## config.mk

```make
export PLATFORM = sky130hd
export DESIGN_NAME = controlador_pc_flat
export DESIGN_NICKNAME = d
export VERILOG_FILES = /design/src/rtl/controlador_pc_pkg.sv /design/src/rtl/controlador_pc_if.sv /design/src/rtl/controlador_pc_proximo.sv /design/src/rtl/controlador_pc.sv /design/src/flat_wrapper.sv
export SDC_FILE = /design/constraint.sdc
export NUM_CORES = 1
export LEC_CHECK = 0
export ABC_AREA = 1
export BUFFER_PORTS_ARGS = -buffer_cell sky130_fd_sc_hd__buf_4
export CORE_MARGIN = 3
export CORE_UTILIZATION = 44
export CTS_CLUSTER_DIAMETER = 120
export DETAILED_ROUTE_END_ITERATION = 16
export PLACE_DENSITY = 0.79
export SETUP_SLACK_MARGIN = 0.2
export SYNTH_ARGS = -nofsm -noshare
export SYNTH_HDL_FRONTEND = slang
export SYNTH_SLANG_ARGS = --single-unit
```

## constraint.sdc

```tcl
create_clock -name Clock -period 1.9 [get_ports Clock]
set_input_delay 0.095 -clock Clock [delete_from_list [all_inputs] [get_ports Clock]]
set_output_delay 0.095 -clock Clock [all_outputs]
set_load 0.05 [all_outputs]
```

## src/rtl/controlador_pc_pkg.sv

```systemverilog
// Shared types and constants for the program-counter sequencer, the control unit and the branch tester.
package pc_ctrl_pkg;

  typedef enum logic [1:0] {
    ST_IDLE,
    ST_FETCH,
    ST_EXEC,
    ST_RESOLVE
  } state_t;

  typedef enum logic [1:0] {
    SEL_SEQ,
    SEL_IMM,
    SEL_REG
  } pc_sel_t;

  localparam logic [2:0] OP_JCOND   = 3'b101;
  localparam logic [2:0] OP_JUNCOND = 3'b110;
  localparam logic [2:0] OP_JREG    = 3'b111;

  // Branch condition codes evaluated by the branch tester.
  localparam logic [2:0] COND_EQ     = 3'b000;
  localparam logic [2:0] COND_NE     = 3'b001;
  localparam logic [2:0] COND_LT     = 3'b010;
  localparam logic [2:0] COND_GE     = 3'b011;
  localparam logic [2:0] COND_ALWAYS = 3'b100;

  function automatic logic is_jump_op(input logic [2:0] op);
    return (op == OP_JCOND) || (op == OP_JUNCOND) || (op == OP_JREG);
  endfunction

endpackage

```

## src/rtl/controlador_pc_if.sv

```systemverilog
// Handshake and PC bus between the sequencer (master) and UC / imem / branch tester (slave).
// Optional link signals are present when JUMP_LINK_EN is defined.
interface controlador_pc_if #(
  parameter int unsigned ADDR_WIDTH = 16
);
  logic                  Start;
  logic                  Halt;
  logic                  Imem_Read;
  logic                  Imem_Ready;
  logic                  Instr_Valid;
  logic                  Exec_Done;
  logic                  Is_Jump;
  logic [2:0]            Opcode_Jump;
  logic [ADDR_WIDTH-1:0] Jump_Target;
  logic [ADDR_WIDTH-1:0] Reg_Target;
  logic                  Branch;
  logic                  Enable_FontePC;
  logic [ADDR_WIDTH-1:0] PC;
  logic                  Busy;
`ifdef JUMP_LINK_EN
  logic                  Link_Req;
  logic                  Link_Write;
  logic [ADDR_WIDTH-1:0] Link_Addr;
`endif

  modport master (
`ifdef JUMP_LINK_EN
    input  Link_Req,
    output Link_Write, Link_Addr,
`endif
    input  Start, Halt, Imem_Ready, Exec_Done, Is_Jump, Opcode_Jump,
           Jump_Target, Reg_Target, Branch,
    output Imem_Read, Instr_Valid, Enable_FontePC, PC, Busy
  );

  modport slave (
`ifdef JUMP_LINK_EN
    output Link_Req,
    input  Link_Write, Link_Addr,
`endif
    output Start, Halt, Imem_Ready, Exec_Done, Is_Jump, Opcode_Jump,
           Jump_Target, Reg_Target, Branch,
    input  Imem_Read, Instr_Valid, Enable_FontePC, PC, Busy
  );

endinterface

```

## src/rtl/controlador_pc_proximo.sv

```systemverilog
// Combinational next-PC select: sequential (wrapping), immediate target or register target.
module pc_proximo
  import pc_ctrl_pkg::*;
#(
  parameter int unsigned ADDR_WIDTH = 16
) (
  input  logic [ADDR_WIDTH-1:0] pc,
  input  logic [ADDR_WIDTH-1:0] jump_target,
  input  logic [ADDR_WIDTH-1:0] reg_target,
  input  pc_sel_t               sel,
  output logic [ADDR_WIDTH-1:0] pc_next
);

  always_comb begin
    pc_next = pc + ADDR_WIDTH'(1);
    case (sel)
      SEL_IMM: pc_next = jump_target;
      SEL_REG: pc_next = reg_target;
      default: ;
    endcase
  end

endmodule

```

## src/rtl/controlador_pc.sv

```systemverilog
// Multi-cycle PC sequencer: FETCH / EXEC / RESOLVE FSM owning the architectural PC.
// Define JUMP_LINK_EN to add the link-register write port.
module controlador_pc
  import pc_ctrl_pkg::*;
#(
  parameter int unsigned          ADDR_WIDTH   = 16,
  parameter logic [ADDR_WIDTH-1:0] RESET_VECTOR = '0
) (
  input logic               Clock,
  input logic               Reset_n,
  controlador_pc_if.master  bus
);

  state_t                state, next_state;
  logic [ADDR_WIDTH-1:0] pc, pc_next;
  pc_sel_t               sel;
  logic                  pc_load;
  logic                  imem_read, instr_valid;
  logic                  enable_q;
  logic                  taken;

  // Opcodes outside the jump set never take the branch, whatever the tester says.
  assign taken = bus.Branch && is_jump_op(bus.Opcode_Jump);

  pc_proximo #(
    .ADDR_WIDTH (ADDR_WIDTH)
  ) u_pc_proximo (
    .pc          (pc),
    .jump_target (bus.Jump_Target),
    .reg_target  (bus.Reg_Target),
    .sel         (sel),
    .pc_next     (pc_next)
  );

  always_ff @(posedge Clock or negedge Reset_n) begin
    if (!Reset_n) begin
      state    <= ST_IDLE;
      pc       <= RESET_VECTOR;
      enable_q <= 1'b0;
    end else begin
      state    <= next_state;
      enable_q <= (next_state == ST_RESOLVE);
      if (pc_load) pc <= pc_next;
    end
  end

  always_comb begin
    next_state  = state;
    pc_load     = 1'b0;
    sel         = SEL_SEQ;
    imem_read   = 1'b0;
    instr_valid = 1'b0;
    case (state)
      ST_IDLE: begin
        if (bus.Start) next_state = ST_FETCH;
      end
      ST_FETCH: begin
        imem_read = 1'b1;
        if (bus.Imem_Ready) begin
          instr_valid = 1'b1;
          next_state  = ST_EXEC;
        end
      end
      ST_EXEC: begin
        if (bus.Exec_Done) begin
          if (bus.Is_Jump) begin
            next_state = ST_RESOLVE;
          end else begin
            pc_load    = 1'b1;
            next_state = bus.Halt ? ST_IDLE : ST_FETCH;
          end
        end
      end
      ST_RESOLVE: begin
        pc_load = 1'b1;
        if (taken) sel = (bus.Opcode_Jump == OP_JREG) ? SEL_REG : SEL_IMM;
        next_state = bus.Halt ? ST_IDLE : ST_FETCH;
      end
      default: next_state = ST_IDLE;
    endcase
  end

  assign bus.Imem_Read      = imem_read;
  assign bus.Instr_Valid    = instr_valid;
  assign bus.Enable_FontePC = enable_q;
  assign bus.PC             = pc;
  assign bus.Busy           = (state != ST_IDLE);

`ifdef JUMP_LINK_EN
  logic                  link_write;
  logic [ADDR_WIDTH-1:0] link_addr;

  assign link_write = (state == ST_RESOLVE) && bus.Link_Req && taken;

  always_ff @(posedge Clock or negedge Reset_n) begin
    if (!Reset_n)        link_addr <= '0;
    else if (link_write) link_addr <= pc + ADDR_WIDTH'(1);
  end

  assign bus.Link_Write = link_write;
  assign bus.Link_Addr  = link_addr;
`endif

endmodule

```

## src/flat_wrapper.sv

```systemverilog
// flat-port wrapper written by rule: the top's interface ports become plain ports
module controlador_pc_flat import pc_ctrl_pkg::*;
#(
  parameter int unsigned          ADDR_WIDTH   = 16,
  parameter logic [ADDR_WIDTH-1:0] RESET_VECTOR = '0
)
  (Clock, Reset_n, bus_Start, bus_Halt, bus_Imem_Ready, bus_Exec_Done, bus_Is_Jump, bus_Opcode_Jump, bus_Jump_Target, bus_Reg_Target, bus_Branch, bus_Imem_Read, bus_Instr_Valid, bus_Enable_FontePC, bus_PC, bus_Busy);
  controlador_pc_if #(.ADDR_WIDTH(ADDR_WIDTH)) bus_i ();
  input logic Clock;
  input logic Reset_n;
  input wire logic [$bits(bus_i.Start)-1:0] bus_Start;
  input wire logic [$bits(bus_i.Halt)-1:0] bus_Halt;
  input wire logic [$bits(bus_i.Imem_Ready)-1:0] bus_Imem_Ready;
  input wire logic [$bits(bus_i.Exec_Done)-1:0] bus_Exec_Done;
  input wire logic [$bits(bus_i.Is_Jump)-1:0] bus_Is_Jump;
  input wire logic [$bits(bus_i.Opcode_Jump)-1:0] bus_Opcode_Jump;
  input wire logic [$bits(bus_i.Jump_Target)-1:0] bus_Jump_Target;
  input wire logic [$bits(bus_i.Reg_Target)-1:0] bus_Reg_Target;
  input wire logic [$bits(bus_i.Branch)-1:0] bus_Branch;
  output wire logic [$bits(bus_i.Imem_Read)-1:0] bus_Imem_Read;
  output wire logic [$bits(bus_i.Instr_Valid)-1:0] bus_Instr_Valid;
  output wire logic [$bits(bus_i.Enable_FontePC)-1:0] bus_Enable_FontePC;
  output wire logic [$bits(bus_i.PC)-1:0] bus_PC;
  output wire logic [$bits(bus_i.Busy)-1:0] bus_Busy;
  assign bus_i.Start = bus_Start;
  assign bus_i.Halt = bus_Halt;
  assign bus_i.Imem_Ready = bus_Imem_Ready;
  assign bus_i.Exec_Done = bus_Exec_Done;
  assign bus_i.Is_Jump = bus_Is_Jump;
  assign bus_i.Opcode_Jump = bus_Opcode_Jump;
  assign bus_i.Jump_Target = bus_Jump_Target;
  assign bus_i.Reg_Target = bus_Reg_Target;
  assign bus_i.Branch = bus_Branch;
  assign bus_Imem_Read = bus_i.Imem_Read;
  assign bus_Instr_Valid = bus_i.Instr_Valid;
  assign bus_Enable_FontePC = bus_i.Enable_FontePC;
  assign bus_PC = bus_i.PC;
  assign bus_Busy = bus_i.Busy;
  controlador_pc #(.ADDR_WIDTH(ADDR_WIDTH), .RESET_VECTOR(RESET_VECTOR)) u_core (.Clock(Clock), .Reset_n(Reset_n), .bus(bus_i));
endmodule
```

==> summary.md <==
| Metric | Value |
|---|---|
| GP Congestion | 0.862 |
| WP buf/inv | 4 |
| RSZ-0062 raised after global routing | yes |
| Pwr/cell area | 1280 mW/mm^2 |
| Crit. End Element | register |
| Final Hold Vio Count | 0 |
| Avg Cell Area, Syn | 6.68 sq um |
| Relative max-transition margin | 76.0% |
| VDD IR-drop max | 561 uV |
| Residual DRC | 0 |
| Total number of vias | 1812 |
| Worst-Margin Slew | 356 ps |
| Count of port buffers added during placement | 62 |
| Combinational power share | 65.8% |
| Starting Density | 46.5% |
| Clock Latency Late Sink | 310 ps |
| Sequential Power Share | 26.5% |
| Maxcap violations | 0 |
| Vias per Instance | 5.13 |
| Top Ports | 63 |
| Critical path launch point type | register |
| Total track usage | 21.8% |
| Largest net degree at the start of global routing | 20 |
| Slowest stage delay, CP | 400 ps |
| Total power | 2.90 mW |
| Register area share after synthesis | 30.2% |
| Die H | 65.9 um |
| Post-route minimum period | 1770 ps |
| Setup Crit Path Kind | reg -> reg |
| Synthesis warning total | 0 |
| Clock transition at the registers of the reported paths | 120 ps |
| Slowest library cell on the worst path | dfrtp_1 |
| Synth Cell Area | 0.00158 sq mm |
| Nets | 354 |
| Die W | 65.9 um |
| Antenna Nets Post-Route | 0 |
| Status | finished clean |
| CTS Buffer Depth | 2 |
| Int Pwr | 1.28 mW |
| Commonest cells after routing, fill and taps aside | 72 x buf_4, 57 x nand2_1, 29 x inv_1, 21 x nor2_1 |
| Skew final | 3.94 ps |
| Setup TNS Final | 0 ps |
| CTS tree | yes |
| Psw | 1.62 mW |
| Lkg Pwr | 1.14 nW |
| Level count of the clock H-tree | 1 |
| ANT cells | 0 |
| Highest Clock Rate | 565 MHz |
| Clock Sinks | 19 |
| Routed WL | 4620 um |
| CTS Buf Count | 3 |
| Family with the most delay on the worst path | simple AND/OR/NAND/NOR gates |
| P&R area growth vs syn | 43.6% |
| Critical Path RT | 2110 ps |
| Final Max Slew Viols | 0 |
| CP cell instances | nand2_2, inv_2, nand2_2, nor3_4, inv_2, ha_4, buf_4, a22o_1, nand2_1, nand2_1, inv_1, a21oi_1 |
| Flops & latches, synth | 19 |
| Post-Syn Instances | 236 |
| Cells after DPL | 340 |
| Worst Hold Class | in -> reg |
| Num rows | 21 |
| Total core area | 0.00339 sq mm |
| TritonRoute pass-1 iters | 4 |
| Vias in the first global route | 1666 |
| Synth unique cells | 28 |
| Final setup violation count | 0 |
| Sw Ratio | 55.8% |
| Initial antenna violation count | 0 |
| Initial drt markers | 103 |
| Fin cells | 353 |
| Die Area | 0.00434 sq mm |
| Clk network pwr share | 7.6% |
| Per-cell routed wire length | 13.1 um |
| Post-detail-place hpwl | 3390 um |
| Share of layout cells above drive strength 1 | 33.9% |
| Gr ovfl total | 0 |
| CTS root buf | clkbuf_4 |
| Period utilization | 93.1% |
| Commonest non-fill, non-tap cell in the layout | buf_4 |
| Global-route wire length before repair | 7490 um |
| Crit path DAT | 1980 ps |
| Syn nets | 282 |
| Crit path max fanout | 8 |
==> synth_stat cells (all sizes together) <==
| cell | count | area (sq um) |
|---|---|---|
| nand2 | 64 | 253 |
| ha | 3 | 37.5 |
| nor2 | 25 | 124 |
| and3 | 1 | 6.26 |
| a21oi | 16 | 80.1 |
| a22o | 11 | 96.3 |
| o21ai | 20 | 115 |
| o211ai | 2 | 15.0 |
| clkbuf | 1 | 5.00 |
| dfrtp | 19 | 475 |
| a22oi | 1 | 12.5 |
| o21bai | 4 | 33.8 |
| nand3 | 20 | 100 |
| a31oi | 2 | 12.5 |
| nand4 | 2 | 12.5 |
| buf | 8 | 53.8 |
| nor3 | 2 | 10.0 |
| inv | 34 | 128 |
| and2 | 1 | 6.26 |
==> power groups by stage <==
stage | registers [mW] | clock network [mW] | logic, mW
after detailed placement | 0.777 | 0 | 1.83
final | 0.769 | 0.221 | 1.91
after global placement | 0.779 | 0 | 1.80
after global routing | 0.795 | 0.241 | 2.07
after CTS | 0.764 | 0.228 | 1.87
after floorplan | 1.21 | 0 | 0.850
==> sequential cells by signal, indices dropped and copies added, names as in the netlist <==
signal	flops
u_core.state	2
u_core.bus.Enable_FontePC	1
u_core.bus.PC	16
==> worst paths after layout <==
check,from,to,slack (ps),depth (start not counted)
worst min register to register,u_core.bus.PC[1],u_core.bus.PC[1],580,2
worst max-delay path,u_core.state[1],u_core.bus.PC[13],130,12
worst min-delay path,bus_Start,u_core.state[0],80,3
min in group asynchronous,Reset_n,u_core.bus.PC[11],180,2
worst max register to register,u_core.state[1],u_core.bus.PC[13],130,12
max in group asynchronous,Reset_n,u_core.bus.PC[5],1500,2
==> cell type report <==
class,count,area [sq um]
Timing Repair Buffer,76,602
Fill cell,304,1130
Clock buffer,4,26.3
Sequential cell,19,475
Tap cell,46,57.6
Multi-Input combinational cell,174,970
Inverter,34,133
==> cell families (layout without fill, tap and decap cells) <==
| logic type | count (synthesis) | count (layout) | share of synthesized area (%) |
|---|---|---|---|
| AOI/OAI and AO/OA | 56 | 56 | 23.2 |
| adders and majority gates | 3 | 3 | 2.38 |
| buffers and inverters | 43 | 114 | 11.8 |
| DFF | 19 | 19 | 30.2 |
| and+or+nand+nor | 115 | 115 | 32.5 |
==> routing by layer <==
metal / GRT usage (%) / wire length (um)
met1: 29.9 / 2020
met2: 34.5 / 2200
met3: 3.06 / 360
met4: 7.77 / 42
met5: 0 / 0
==> metrics by stage <==
| stage | instance area (sq um) | setup WS [ps] | utilization [%] | hold WS, ps |
|---|---|---|---|---|
| floorplan | 1600 | 203 | - | -201 |
| global placement | 2100 | 209 | 62.0 | -10.0 |
| detailed placement | 2100 | 174 | 62.0 | -7.77 |
| CTS | 2190 | 200 | 64.6 | 57.1 |
| global route | 2260 | 17.3 | 66.8 | 73.1 |
| finish | 2260 | 131 | 66.8 | 77.6 |
==> timing repair <==
action	4_1_cts	5_1_grt
pin swaps	3	0
buffers inserted	1	7
hold endpoints to repair	19	0
hold buffers	1	0
endpoints found under the setup margin	10	15
resized for setup	8	10
==> worst reg2reg max path, delay by kind of cell (launching register included) <==
kind / cells / cell delay [ps]
AO/OA/AOI/OAI: 2 / 280
adder cells (fa/ha/maj): 1 / 190
buffers and inverters: 4 / 350
flip-flops: 1 / 400
AND/OR/NAND/NOR: 5 / 450
No activity file was read; power rests on OpenSTA's default activity.
